$ cat config.mk
export PLATFORM = sky130hd
export DESIGN_NAME = if_id_queue
export DESIGN_NICKNAME = d
export VERILOG_FILES = /design/src/rtl/if_id_queue.sv
export SDC_FILE = /design/constraint.sdc
export NUM_CORES = 1
export LEC_CHECK = 0
export CAP_MARGIN = 40
export CORE_ASPECT_RATIO = 0.5
export CORE_MARGIN = 2
export CORE_UTILIZATION = 47
export DETAILED_ROUTE_END_ITERATION = 8
export GPL_ROUTABILITY_DRIVEN = 0
export MAX_ROUTING_LAYER = met4
export PLACE_DENSITY = 0.8
export RECOVER_POWER = 50
export SYNTH_ARGS = -nofsm -noshare
export SYNTH_HDL_FRONTEND = slang
export SYNTH_SLANG_ARGS = --single-unit
$ cat constraint.sdc
create_clock -name clk_i -period 5.2 [get_ports clk_i]
set_input_delay 1.56 -clock clk_i [delete_from_list [all_inputs] [get_ports clk_i]]
set_output_delay 1.56 -clock clk_i [all_outputs]
set_load 0.02 [all_outputs]
$ cat src/rtl/if_id_queue.sv
// Fetch-to-decode instruction queue: DEPTH-entry FIFO of {instr, pc} with a fully
// registered boundary, flush on redirect, and opcode/funct field extraction for control.
module if_id_queue #(
  parameter int DEPTH = 2,
  parameter int XLEN  = 32
) (
  input  logic                     clk_i,
  input  logic                     rst_ni,
  input  logic                     fetch_valid_i,
  output logic                     fetch_ready_o,
  input  logic [XLEN-1:0]          fetch_instr_i,
  input  logic [XLEN-1:0]          fetch_pc_i,
  input  logic                     flush_i,
  output logic                     dec_valid_o,
  input  logic                     dec_ready_i,
  output logic [XLEN-1:0]          dec_instr_o,
  output logic [XLEN-1:0]          dec_pc_o,
  output logic [XLEN-1:0]          dec_pc_plus4_o,
  output logic [6:0]               op_o,
  output logic [2:0]               funct3_o,
  output logic                     funct7_o,
  output logic                     dec_illegal_o,
  output logic [$clog2(DEPTH):0]   count_o
);
  localparam int AW     = $clog2(DEPTH);
  localparam int CW     = AW + 1;
  localparam int NUM_OPS = 8;
  localparam logic [XLEN-1:0] NOP = XLEN'(32'h0000_0013);
  localparam logic [NUM_OPS*7-1:0] SUP_OPS = {
    7'b0110011, 7'b0010011, 7'b0000011, 7'b0100011,
    7'b1100011, 7'b1101111, 7'b1100111, 7'b0110111
  };

  logic [XLEN-1:0] instr_mem [DEPTH];
  logic [XLEN-1:0] pc_mem    [DEPTH];

  logic [CW-1:0] count_reg, count_next;
  logic [AW-1:0] rd_ptr_reg, rd_ptr_next;
  logic [AW-1:0] wr_ptr_reg, wr_ptr_next;
  logic          fetch_ready_reg;
  logic          push, pop, head_valid;
  logic [NUM_OPS-1:0] op_hit;

  assign head_valid = (count_reg != '0);
  assign push = fetch_valid_i & fetch_ready_reg & ~flush_i;
  assign pop  = head_valid & dec_ready_i & ~flush_i;

  always_comb begin
    count_next  = count_reg;
    rd_ptr_next = rd_ptr_reg;
    wr_ptr_next = wr_ptr_reg;
    if (flush_i) begin
      count_next  = '0;
      rd_ptr_next = '0;
      wr_ptr_next = '0;
    end else begin
      if (push) wr_ptr_next = wr_ptr_reg + AW'(1);
      if (pop)  rd_ptr_next = rd_ptr_reg + AW'(1);
      case ({push, pop})
        2'b10:   count_next = count_reg + CW'(1);
        2'b01:   count_next = count_reg - CW'(1);
        default: count_next = count_reg;
      endcase
    end
  end

  always_ff @(posedge clk_i or negedge rst_ni) begin
    if (!rst_ni) begin
      count_reg       <= '0;
      rd_ptr_reg      <= '0;
      wr_ptr_reg      <= '0;
      fetch_ready_reg <= 1'b0;
    end else begin
      count_reg       <= count_next;
      rd_ptr_reg      <= rd_ptr_next;
      wr_ptr_reg      <= wr_ptr_next;
      // Ready looks only at the post-edge count, so a pop never frees a slot combinationally.
      fetch_ready_reg <= (count_next < CW'(DEPTH));
    end
  end

  // Storage carries no reset; occupancy alone decides what is visible.
  always_ff @(posedge clk_i) begin
    if (push) begin
      instr_mem[wr_ptr_reg] <= fetch_instr_i;
      pc_mem[wr_ptr_reg]    <= fetch_pc_i;
    end
  end

  assign fetch_ready_o  = fetch_ready_reg;
  assign count_o        = count_reg;
  assign dec_valid_o    = head_valid;
  assign dec_instr_o    = head_valid ? instr_mem[rd_ptr_reg] : NOP;
  assign dec_pc_o       = head_valid ? pc_mem[rd_ptr_reg] : '0;
  assign dec_pc_plus4_o = dec_pc_o + XLEN'(4);
  assign op_o           = dec_instr_o[6:0];
  assign funct3_o       = dec_instr_o[14:12];
  assign funct7_o       = dec_instr_o[30];

  generate
    for (genvar gi = 0; gi < NUM_OPS; gi++) begin : g_op_match
      assign op_hit[gi] = (op_o == SUP_OPS[gi*7 +: 7]);
    end
  endgenerate

  assign dec_illegal_o = head_valid & ~(|op_hit);
endmodule
==> run metrics <==
outcome=finished, violations left; failing checks=capacitance limit, slew limit; Root Buffer=clkbuf_16; num ports=181; CP endpoint=dec_pc_plus4_o[26]; routed via count=4007; post-synthesis cell count=426; fin nets=676; worst path arrival time=3.39 ns; largest fanout on the critical path=23; Synth top area share=63.52%; FF+latch count, synth=133; Critical R2R Launch=fetch_ready_o; core area=12630 sq um; Layout Area Growth over Synthesis=41.73%; largest stage delay on the critical path=0.62 ns; post-route clock skew=0.006215 ns; worst-skew pair later-pin latency=0.41 ns; first-pass GRT wire length=20870 um; worst-path cell chain=nor2_4, inv_2, and2_1, ha_1, o21ai_0, a211oi_2, nand4_4, nor3_1, xor2_1, clkdlybuf4s50_1; Rows=29; Power per Cell Area=317.9 nW/um^2; clock tree buffer depth=2; FILL cells=876; final setup fails=0; die area=13850 sq um; Final Cycle Share=95.19%; WP depth=10; setup_tns=0 ns; drt first pass iters=5; Port Buffers=180; die span in y=84.23 um; Worst path slowest cell=clkdlybuf4s50_1; Starting Density=47.92%; Peak supply drop=0.2207 mV; Max Cap Viol=2; number of global-route vias before repair=4068; final worst path period need=4.950 ns; Startpoint Class=register; antenna violations before repair=3; post-synthesis cell type count=40; DP Worst Slack=0.5462 ns; fin area=8576 sq um; CP Data Required Time=3.64 ns; layout cells sized above 1=10.86%; CTS sink cnt=133; largest net degree at the start of global routing=65; total congestion overflow=0; asr flop ratio synth=3.759%; Hold Crit Class=reg -> reg; FMAX=202.0 MHz; max-slew violations=96; worst reg2reg endpoint=instr_mem[1][22]; main area contributors after synthesis=edfxtp_1 64%, mux2i_1 10%, nor2_1 4.5%; DR iter-0 viols=240; Leak Pwr=0.002836 uW; reg2reg path depth=4; Seq/Total Area, Yosys=65.59%; most frequent cell after synthesis=edfxtp_1; Die W=164.5 um; via/cell ratio=5.072; DP Wirelength=9453 um; final hold viol count=0; Rel. slew slack=-47.40%; Post-synth EDFFs=128; r2r setup slk=2.27 ns; hold_buf cts=0; CP Class=reg -> out; dpl cell area=7918 sq um; CTS clk-pin slew, worst paths=0.06 ns; Synth top cells by count=128 x edfxtp_1, 73 x nor2_1, 61 x mux2i_1; Synth Cell Area=6051 sq um; CTS tree=done; CP Buf/Inv Count=2; Final Worst Setup Slack=0.2501 ns; Routed WL=13700 um; pin slew with the least headroom to its limit=2.210 ns; DRC violation count after routing=0; CTS HTree Levels=4; Total GRT Usage=20.71%; dominant synthesized flop cell=edfxtp_1; syn nets=498; Routed wire per std cell=17.34 um; CP top delay family=simple AND/OR/NAND/NOR gates; area leader, netlist=edfxtp_1; critical path endpoint category=primary output; CTS buffer count=17; CP startpoint=count_o[0]; post-route ant nets=0; yosys warns=0; mean cell area of the mapped netlist=14.20 sq um
==> per-stage QoR <==
step	power [uW]	utilization [%]	hold WS [ns]	instances
floorplan	1391	-	0.5185	426
global placement	1515	62.70	0.5963	754
detailed placement	1522	62.70	0.6010	754
CTS	2756	67.57	0.6232	786
global route	2811	67.92	0.6871	790
finish	2726	67.92	0.6206	790
==> repair_timing <==
item / in CTS / in global routing
resized for setup: 0 / 5
setup buffers: 0 / 1
setup endpoints to repair: 0 / 7
==> where the power goes <==
part | internal, uW | leakage (uW) | switching, uW
logic | 114 | 0.00131 | 135
registers | 1230 | 0.00124 | 16.2
clock network | 797 | 0.000285 | 438
==> worst min-delay path by stage <==
| stage | cells after the start | slack (ns) | to | from |
|---|---|---|---|---|
| 2_1_floorplan | 2 | 0.52 | wr_ptr_reg | wr_ptr_reg |
| 3_3_place_gp | 2 | 0.60 | wr_ptr_reg | wr_ptr_reg |
| 3_5_place_dp | 2 | 0.60 | wr_ptr_reg | wr_ptr_reg |
| 4_1_cts | 2 | 0.62 | wr_ptr_reg | wr_ptr_reg |
| 5_1_grt | 2 | 0.69 | wr_ptr_reg | wr_ptr_reg |
| 6_report | 2 | 0.62 | wr_ptr_reg | wr_ptr_reg |
==> worst reg2reg max path: cells and delay by family (launching register included) <==
family	cells	cell delay [ns]
flops	1	0.34
buf+inv	1	0.34
simple gates	3	1.94
==> cells by family after synthesis <==
family                     Yosys count  share of synthesized area (%)
and+or+nand+nor                    138                          11.75
DFF                                133                          65.59
muxes                               63                          10.46
buffers and inverters               42                          4.673
xor gates and xnor gates            32                          4.632
AOI/OAI and AO/OA                   15                          2.275
adders and majority gates            3                         0.6204
==> area by class of cell <==
| type | count | area, sq um | area share [%] |
|---|---|---|---|
| Inverter | 12 | 45.04 | 0.5252 |
| Tap cell | 170 | 212.7 | 2.480 |
| Sequential cell | 133 | 3973 | 46.32 |
| Antenna cell | 3 | 7.507 | 0.08754 |
| Clock buffer | 18 | 429.2 | 5.004 |
| Clock inverter | 14 | 185.2 | 2.159 |
| Multi-Input combinational cell | 251 | 1841 | 21.46 |
| Timing Repair Buffer | 189 | 1883 | 21.96 |
==> cell usage in the layout (no fill, tap or decap), drive strengths merged, types with 7 or more instances in the layout <==
master         netlist  final
xor2                18     18
xnor2               14     14
inv                 12     12
mux2i               61     61
dlygate4sd3          0     70
a211oi               7      7
nand3               12     12
buf                 28      8
nor3                11     11
edfxtp             128    128
clkdlybuf4s50        0    110
nand2               17     17
nand4                7      7
nor2                75     75
clkbuf               2     19
==> layer usage <==
layer / up-vias / share of wire, % / track usage, %
li1: 1900 / - / -
met1: 1946 / 39 / 23.01
met2: 135 / 53 / 35.83
met3: 26 / 5.3 / 4.694
met4: 0 / 2.5 / 9.407
met5: - / 0 / -
Note: power is estimated with default switching activity, not from simulation.
